File: src/rtl/scalar_mul_ctrl.sv
// scalar_mul_ctrl: bus-facing sequencer for the ScalarMul point-multiplication
// datapath. It loads M, x, y as 12 64-bit words, pulses start, waits for
// finished while counting cycles, then drains X, Y, Z as 12 64-bit words.
//
// Stream handshake: a word moves on a rising edge where valid && ready are
// both high. o_in_ready and o_out_valid are decoded from state alone, so
// neither depends combinationally on the partner's valid or ready. The sender
// keeps data stable while valid is high and ready is low.
module scalar_mul_ctrl #(
  parameter int WORDS = 4,
  parameter int CNT_W = 32
) (
  input  logic             i_clk,
  input  logic             i_rst_n,
  input  logic             i_in_valid,
  output logic             o_in_ready,
  input  logic [63:0]      i_in_data,
  output logic             o_out_valid,
  input  logic             i_out_ready,
  output logic [63:0]      o_out_data,
  output logic             o_busy,
  output logic [CNT_W-1:0] o_cycles,
  output logic             o_sm_rst,
  output logic             o_sm_start,
  output logic [254:0]     o_sm_M,
  output logic [254:0]     o_sm_x,
  output logic [254:0]     o_sm_y,
  input  logic [254:0]     i_sm_x,
  input  logic [254:0]     i_sm_y,
  input  logic [254:0]     i_sm_z,
  input  logic             i_sm_finished
);

  // Three operands per direction, WORDS words each.
  localparam int NW = 3 * WORDS;
  localparam logic [3:0] LAST_IDX = 4'(NW - 1);

  typedef enum logic [1:0] {
    ST_LOAD  = 2'd0,
    ST_START = 2'd1,
    ST_WAIT  = 2'd2,
    ST_DRAIN = 2'd3
  } state_t;

  state_t state, state_next;

  logic [3:0]       in_idx;
  logic [3:0]       out_idx;
  logic             in_fire;
  logic             out_fire;
  logic             in_last;
  logic             out_last;
  logic [254:0]     op_m, op_x, op_y;
  logic [254:0]     res_x, res_y, res_z;
  logic [CNT_W-1:0] cnt;
  logic [CNT_W-1:0] cnt_inc;
  logic [CNT_W-1:0] cycles;
  logic [254:0]     sel_res;
  logic [255:0]     sel_ext;
  logic [63:0]      sel_word;

  assign in_fire  = (state == ST_LOAD) && i_in_valid;
  assign out_fire = (state == ST_DRAIN) && i_out_ready;
  assign in_last  = (in_idx == LAST_IDX);
  assign out_last = (out_idx == LAST_IDX);

  // Saturating increment so a hung datapath does not wrap the latency count.
  assign cnt_inc = (&cnt) ? cnt : cnt + CNT_W'(1);

  // The datapath reset simply mirrors our own reset, inverted.
  assign o_sm_rst = ~i_rst_n;
  assign o_sm_M   = op_m;
  assign o_sm_x   = op_x;
  assign o_sm_y   = op_y;
  assign o_cycles = cycles;

  // State register.
  always_ff @(posedge i_clk or negedge i_rst_n) begin
    if (!i_rst_n) state <= ST_LOAD;
    else          state <= state_next;
  end

  // Next-state logic and state-decoded stream/control outputs.
  always_comb begin
    state_next  = state;
    o_in_ready  = 1'b0;
    o_out_valid = 1'b0;
    o_sm_start  = 1'b0;
    o_busy      = 1'b1;
    case (state)
      ST_LOAD: begin
        o_in_ready = 1'b1;
        o_busy     = 1'b0;
        if (in_fire && in_last) state_next = ST_START;
      end
      ST_START: begin
        o_sm_start = 1'b1;
        state_next = ST_WAIT;
      end
      ST_WAIT: begin
        if (i_sm_finished) state_next = ST_DRAIN;
      end
      ST_DRAIN: begin
        o_out_valid = 1'b1;
        if (out_fire && out_last) state_next = ST_LOAD;
      end
      default: state_next = ST_LOAD;
    endcase
  end

  // Word indices for the input and output streams, wrapping after 12 words.
  always_ff @(posedge i_clk or negedge i_rst_n) begin
    if (!i_rst_n) begin
      in_idx  <= 4'd0;
      out_idx <= 4'd0;
    end else begin
      if (in_fire)  in_idx  <= in_last  ? 4'd0 : in_idx + 4'd1;
      if (out_fire) out_idx <= out_last ? 4'd0 : out_idx + 4'd1;
    end
  end

  // Operand registers: each accepted word lands in its slice; bit 63 of the
  // top word of each operand has no home in a 255-bit value and is dropped.
  always_ff @(posedge i_clk or negedge i_rst_n) begin
    if (!i_rst_n) begin
      op_m <= '0;
      op_x <= '0;
      op_y <= '0;
    end else if (in_fire) begin
      case (in_idx)
        4'd0:    op_m[63:0]    <= i_in_data;
        4'd1:    op_m[127:64]  <= i_in_data;
        4'd2:    op_m[191:128] <= i_in_data;
        4'd3:    op_m[254:192] <= i_in_data[62:0];
        4'd4:    op_x[63:0]    <= i_in_data;
        4'd5:    op_x[127:64]  <= i_in_data;
        4'd6:    op_x[191:128] <= i_in_data;
        4'd7:    op_x[254:192] <= i_in_data[62:0];
        4'd8:    op_y[63:0]    <= i_in_data;
        4'd9:    op_y[127:64]  <= i_in_data;
        4'd10:   op_y[191:128] <= i_in_data;
        4'd11:   op_y[254:192] <= i_in_data[62:0];
        default: op_m <= op_m;
      endcase
    end
  end

  // Latency counter plus one-shot capture of results on the first finished
  // seen in WAIT; the captured count includes the capture cycle itself.
  always_ff @(posedge i_clk or negedge i_rst_n) begin
    if (!i_rst_n) begin
      cnt    <= '0;
      cycles <= '0;
      res_x  <= '0;
      res_y  <= '0;
      res_z  <= '0;
    end else if (state == ST_START) begin
      cnt <= '0;
    end else if (state == ST_WAIT) begin
      cnt <= cnt_inc;
      if (i_sm_finished) begin
        cycles <= cnt_inc;
        res_x  <= i_sm_x;
        res_y  <= i_sm_y;
        res_z  <= i_sm_z;
      end
    end
  end

  // Output word mux: index bits [3:2] pick X/Y/Z, bits [1:0] pick the word.
  // Zero-extending to 256 bits makes bit 63 of each top word read as 0.
  always_comb begin
    sel_res = res_x;
    case (out_idx[3:2])
      2'd0:    sel_res = res_x;
      2'd1:    sel_res = res_y;
      2'd2:    sel_res = res_z;
      default: sel_res = res_x;
    endcase
    sel_ext  = {1'b0, sel_res};
    sel_word = sel_ext[{out_idx[1:0], 6'b0} +: 64];
    o_out_data = (state == ST_DRAIN) ? sel_word : 64'd0;
  end

endmodule

File: config.mk
export PLATFORM = sky130hd
export DESIGN_NAME = scalar_mul_ctrl
export DESIGN_NICKNAME = d
export VERILOG_FILES = /design/src/rtl/scalar_mul_ctrl.sv
export SDC_FILE = /design/constraint.sdc
export NUM_CORES = 2
export LEC_CHECK = 0
export CAP_MARGIN = 10
export CORE_AREA = 2 2 657 659
export DETAILED_ROUTE_END_ITERATION = 12
export DIE_AREA = 0 0 659 661
export HOLD_SLACK_MARGIN = 0.03
export PLACE_DENSITY_LB_ADDON = 0.12
export SETUP_SLACK_MARGIN = 0.4
export SYNTH_ARGS = -nofsm -noshare
export SYNTH_HDL_FRONTEND = slang
export SYNTH_SLANG_ARGS = --single-unit
File: constraint.sdc
create_clock -name i_clk -period 3.45 [get_ports i_clk]
set_input_delay 0.5175 -clock i_clk [delete_from_list [all_inputs] [get_ports i_clk]]
set_output_delay 0.5175 -clock i_clk [all_outputs]
set_load 0.005 [all_outputs]
; ---- Yosys cells after proc, flatten, opt, wreduce, memory -nomap -nowiden
; Index checks and enable logic that the tools add are counted.
[word_totals]
reg_bits = 1604
latch_bits = 0
ramBits = 0
mem_bits_ro = 0
input_bits = 834
out_inout_bits = 866
wordCells = 83
mem_count = 0
[classes]
add_sub_neg = 3
mul = 0
div_mod_pow = 0
magnitude_cmp = 0
n_eq_ne = 20
shifts = 1
mux = 15
bitwise_logic = 2
n_reduce_logical = 22
[op_table]
columns = cell, n
row1 = $pmux W255 S2, 1
row2 = $shiftx A256 B9 Y64, 1
row3 = $mux W32, 3
row4 = $mux W64, 1
row5 = $add A32 B1 Y32 const B, 1
row6 = $reduce_and A32 Y1, 1
row7 = $reduce_and A2 Y1, 12
row8 = $eq A4 B4 Y1 const B, 5
row9 = $eq A4 B3 Y1 const B, 4
row10 = $add A4 B1 Y4 const B, 2
row11 = $eq A4 B2 Y1 const B, 2
row12 = $mux W4, 2
row13 = $pmux W2 S4, 1
row14 = $eq A2 B2 Y1 const B, 3
row15 = $mux W2, 3
row16 = $reduce_and A3 Y1, 2
row17 = $eq A2 B1 Y1 const B, 2
row18 = $eq A4 B1 Y1 const B, 1
row19 = $logic_and A1 B1 Y1, 4
row20 = $logic_not A4 Y1, 1
row21 = $mux W1, 4
row22 = $ne A2 B1 Y1 const B, 2
row23 = $logic_not A2 Y1, 1
row24 = $ne A2 B2 Y1 const B, 1
row25 = other kinds (2), 3

; ---- Depth between registers and ports, before layout
[logic_depth]
ltp_word = 5
mapped_depth = 10
mapped_depth_nobuf = 7

; ---- Least setup slack after synthesis
; Ideal clock, no wire load.
[synth_path]
path_kind = reg2out
start = reg out_idx[2]
end = out o_out_data[0]
t_arrival_ns = 2.243
t_required_ns = 2.932
path_slack_ns = 0.690
stages_incl_launch_ff = 9
n_path_buf = 3
path_cell_list = dfrtp_1 -> inv_1 -> ha_1 -> clkbuf_1 -> clkbuf_1 -> clkbuf_1 -> o21ai_0 -> mux4_2 -> and2_1
[synth_between]
elab_chain_cells = 4
word_cells_on_any_way = 5
cone_classes = eq/ne: 2 / shift: 1 / mux: 2
[synth_lines]
columns = element, line_no
row1 = from (decl), 48  ; logic [3:0] out_idx;
row2 = from (signal assigned), 118  ; if (out_fire) out_idx <= out_last ? 4'd0 : out_idx + 4'd1;
row3 = $eq A2 B2 Y1 or $eq A2 B1 Y1 (tied branches), 174  ; case (out_idx[3:2])
row4 = $pmux W255 S2 (*), 174
row5 = $shiftx A256 B9 Y64 (*), 181  ; sel_word = sel_ext[{out_idx[1:0], 6'b0} +: 64];
row6 = $mux W64 (*), 182  ; o_out_data = (state == ST_DRAIN) ? sel_word : 64'd0;
row7 = to (decl), 20  ; output logic [63:0] o_out_data,
; Every way passes the cells marked *; elsewhere a longest branch is shown, timed or not.

; ---- Final worst setup path
[layout_path]
start = reg out_idx[2]
end = out o_out_data[58]
; The elaborated chain is that of the path after synthesis.

==> out/metrics.cfg <==
[outcome]
status = finished with violations
violations = negative setup slack

[detailed_routing]
dr.pass1.iters = 6
wl_met1_um = 169000
drtAntennaViolNets = 0
wire_per_inst_um = 28.47
wl_met3_um = 27510
vias = 57565
drc = 0
viasPerCell = 4.041
drt-total-wl_um = 405600
top_layer = met5
wl_met2_um = 193300
drt_iter0_markers = 4027

[floorplanning]
start_util = 0.1580
ios = 1700
die_x_um = 659
coreArea_um2 = 429100
die_area_um2 = 435600
dieHeight_um = 661
std_cell_rows = 241

[sta]
fmax_mhz = 250.6
whs_ns = 0.1424
fin_skew_ns = 0.05813
setup_viol = 64
period_needed_ns = 3.991
slew_headroom = 0.2092
worst_pin_slew_ns = 1.182
period_share = 1.157
hold_viol = 0
slew_viol_final = 0
rsz0062_at_grt = true
fin_ws_ns = -0.5411

[grt]
grt_remaining_overflow = 0
grt_usage = 0.1774
grt_first_pass_wirelength_um = 535300
antenna_found_initial = 206
grt_pass1_vias = 59238
grt_max_degree = 159

[synthesis]
synth-compound-area-share = 0.06125
yosys_register_bits = 1604
synth_cells = 6428
yosysSeqAreaShare = 0.5920
ys.flop_type = dfrtp_1
synth.avg_cell_area_um2 = 10.55
synth_top_family_by_area = simple AND/OR/NAND/NOR gates
synth.distinct_cells = 69
syn-cell-area_um2 = 67800
yosys.area_share.simple = 0.1626
synth_fp_nets = 7275
synth_fa_ha_area_frac = 0.002399
ys_warn_count = 0
synth.area.mux_share = 0.1503
async_flop_share = 1.000
synth_edf_count = 0
synth_xor_area_frac = 0.003100

[clock_tree]
numCtsBuffers = 216
cts_max_path_buffers = 4
clock_latency_ns = 0.90
cts_tree = done
clkSinkCount = 1604
clk_pin_slew_ns = 0.06
root_buffer = clkbuf_16
htreeDepth = 4

[placed_design]
portBuffers = 1699
gp_congestion = 0.8670
place_area_um2 = 92900
hpwl_um = 298300
dp_worst_setup_slack_ns = -0.09979

[finish]
final_cell_mix = nand2_1, clkdlybuf4s50_1, dfrtp_1
synthToLayoutAreaGrowth_pct = 54.33
stdcell_area_um2 = 104600
final_util = 0.2439
nNetsFinal = 9145
final_common_cell = nand2_1
fillers = 45894
multi_input_comb_area_um2 = 27190
drive_gt1_frac = 0.2354
seq_area_um2 = 40150

[min_path]
hold_depth = 3
hold_end = res_y[4]
min_from = i_sm_y[4]
min_path_type = in -> reg

[critical_path]
crit_chain = buf_6 > ha_4 > buf_12 > buf_16 > buf_12 > buf_8 > buf_8 > buf_6 > a22oi_2 > o21ai_1 > mux4_2 > and2_4 > buf_6
r2r-start = state[0]
r2r_end = o_sm_y[203]
rrSetupSlack_ns = 0.68
reg2reg_depth = 10
cp_data_arrival_time_ns = 3.47
path_max_fanout = 6
cpPeakStageDelay_ns = 0.59
worstPathRequired_ns = 2.93
worstSetupPathType = reg -> out
endpoint_kind = primary output
critPathSlowestCell = mux4_2
cp_common_cell = buf_6
start_kind = flop

[run]
drv_cap = 0

[power_and_ir_drop]
p_leak_nw = 48.12
p_total_mw = 92.85
p_per_area_nw_per_um2 = 887.4
ir_drop_uv = 611.9

## state kept, by name, summed over array words and instances, names as in the netlist
register	flops
o_sm_M	255
o_sm_x	255
o_sm_y	255
res_x	255
res_y	255
res_z	255
cnt	32
o_cycles	32
in_idx	4
out_idx	4
state	2
## through the flow
step | setup TNS, ns | std cells
4_1_cts | -38.89 | 14058
6_report | -24.27 | 14246
3_3_place_gp | -0.2279 | 13589
5_1_grt | -33.10 | 14224
2_1_floorplan | 0 | 6428
3_5_place_dp | -0.1423 | 13589
## worst max path at each step
| stage | from | to | slack, ns | depth (start not counted) |
|---|---|---|---|---|
| after floorplan | out_idx[2] | o_out_data[0] | 0.69 | 8 |
| after global placement | out_idx[2] | o_out_data[37] | -0.11 | 9 |
| after detailed placement | out_idx[2] | o_out_data[37] | -0.1 | 9 |
| after CTS | out_idx[2] | o_out_data[12] | -0.82 | 9 |
| after global routing | out_idx[2] | o_out_data[58] | -0.70 | 13 |
| final | out_idx[2] | o_out_data[58] | -0.54 | 13 |
## power breakdown
group / internal, mW / switching (mW) / total [mW]
Sequential: 25.3 / 4.92 / 30.3
Combinational: 19.1 / 20.0 / 39.1
Clock: 13.9 / 9.60 / 23.5
## timing repair
action / 4_1_cts / 5_1_grt
cloned: 15 / 26
setup buffers: 45 / 104
pin swaps: 33 / 86
setup endpoints to repair: 68 / 66
gates resized for setup: 333 / 485
hold buffers: 11 / 0
hold endpoints to repair: 306 / 0
## final cells by class
type,instances,share of cell area
antenna,58,0.001387
clock buffer,318,0.06003
clock inverter,80,0.009422
inverter,23,0.0008490
multi-input combinational,4321,0.2599
sequential,1604,0.3837
tap,5710,0.06828
timing repair buffer,2132,0.2165
## metal layers
metal / vias up / global-route usage
met5: - / 0
met4: 46 / 0.06290
met3: 686 / 0.04422
met2: 2079 / 0.2967
met1: 29568 / 0.2209
li1: 25186 / -
## Yosys cell counts (all sizes together), types with 7 or more instances
master / instances / share of area
a2111oi: 9 / 0.0028
a211oi: 10 / 0.0013
a21o: 7 / 0.00078
a21oi: 10 / 0.00074
a22oi: 253 / 0.028
a31oi: 7 / 0.00065
and2: 65 / 0.0060
buf: 44 / 0.0029
clkbuf: 436 / 0.024
dfrtp: 1604 / 0.59
ha: 13 / 0.0024
inv: 21 / 0.0012
mux2: 769 / 0.13
mux2i: 11 / 0.0016
mux4: 63 / 0.021
nand2: 2616 / 0.14
nand3: 17 / 0.0013
nand4: 17 / 0.0019
nor2: 32 / 0.0018
nor3: 8 / 0.00066
nor3b: 10 / 0.0011
nor4: 11 / 0.0013
o21ai: 302 / 0.022
o31ai: 7 / 0.00078
or4: 7 / 0.00083
xnor2: 21 / 0.0027
## worst max-delay path, delay by kind of cell (launching register included)
family / cells / cell delay (ns)
AO/OA/AOI/OAI: 2 / 0.18
adder cells (fa/ha/maj): 1 / 0.18
multiplexers: 1 / 0.59
flip-flops: 1 / 0.40
buffers and inverters: 8 / 0.99
AND/OR/NAND/NOR: 1 / 0.21
## cells by family after synthesis
| group | count (synthesis) |
|---|---|
| buffers and inverters | 503 |
| AND/OR/NAND/NOR | 2806 |
| adder cells (fa/ha/maj) | 13 |
| flip-flops | 1604 |
| multiplexers | 843 |
| XOR/XNOR | 24 |
| AO/OA/AOI/OAI | 635 |
(Power assumes the default switching activity.)
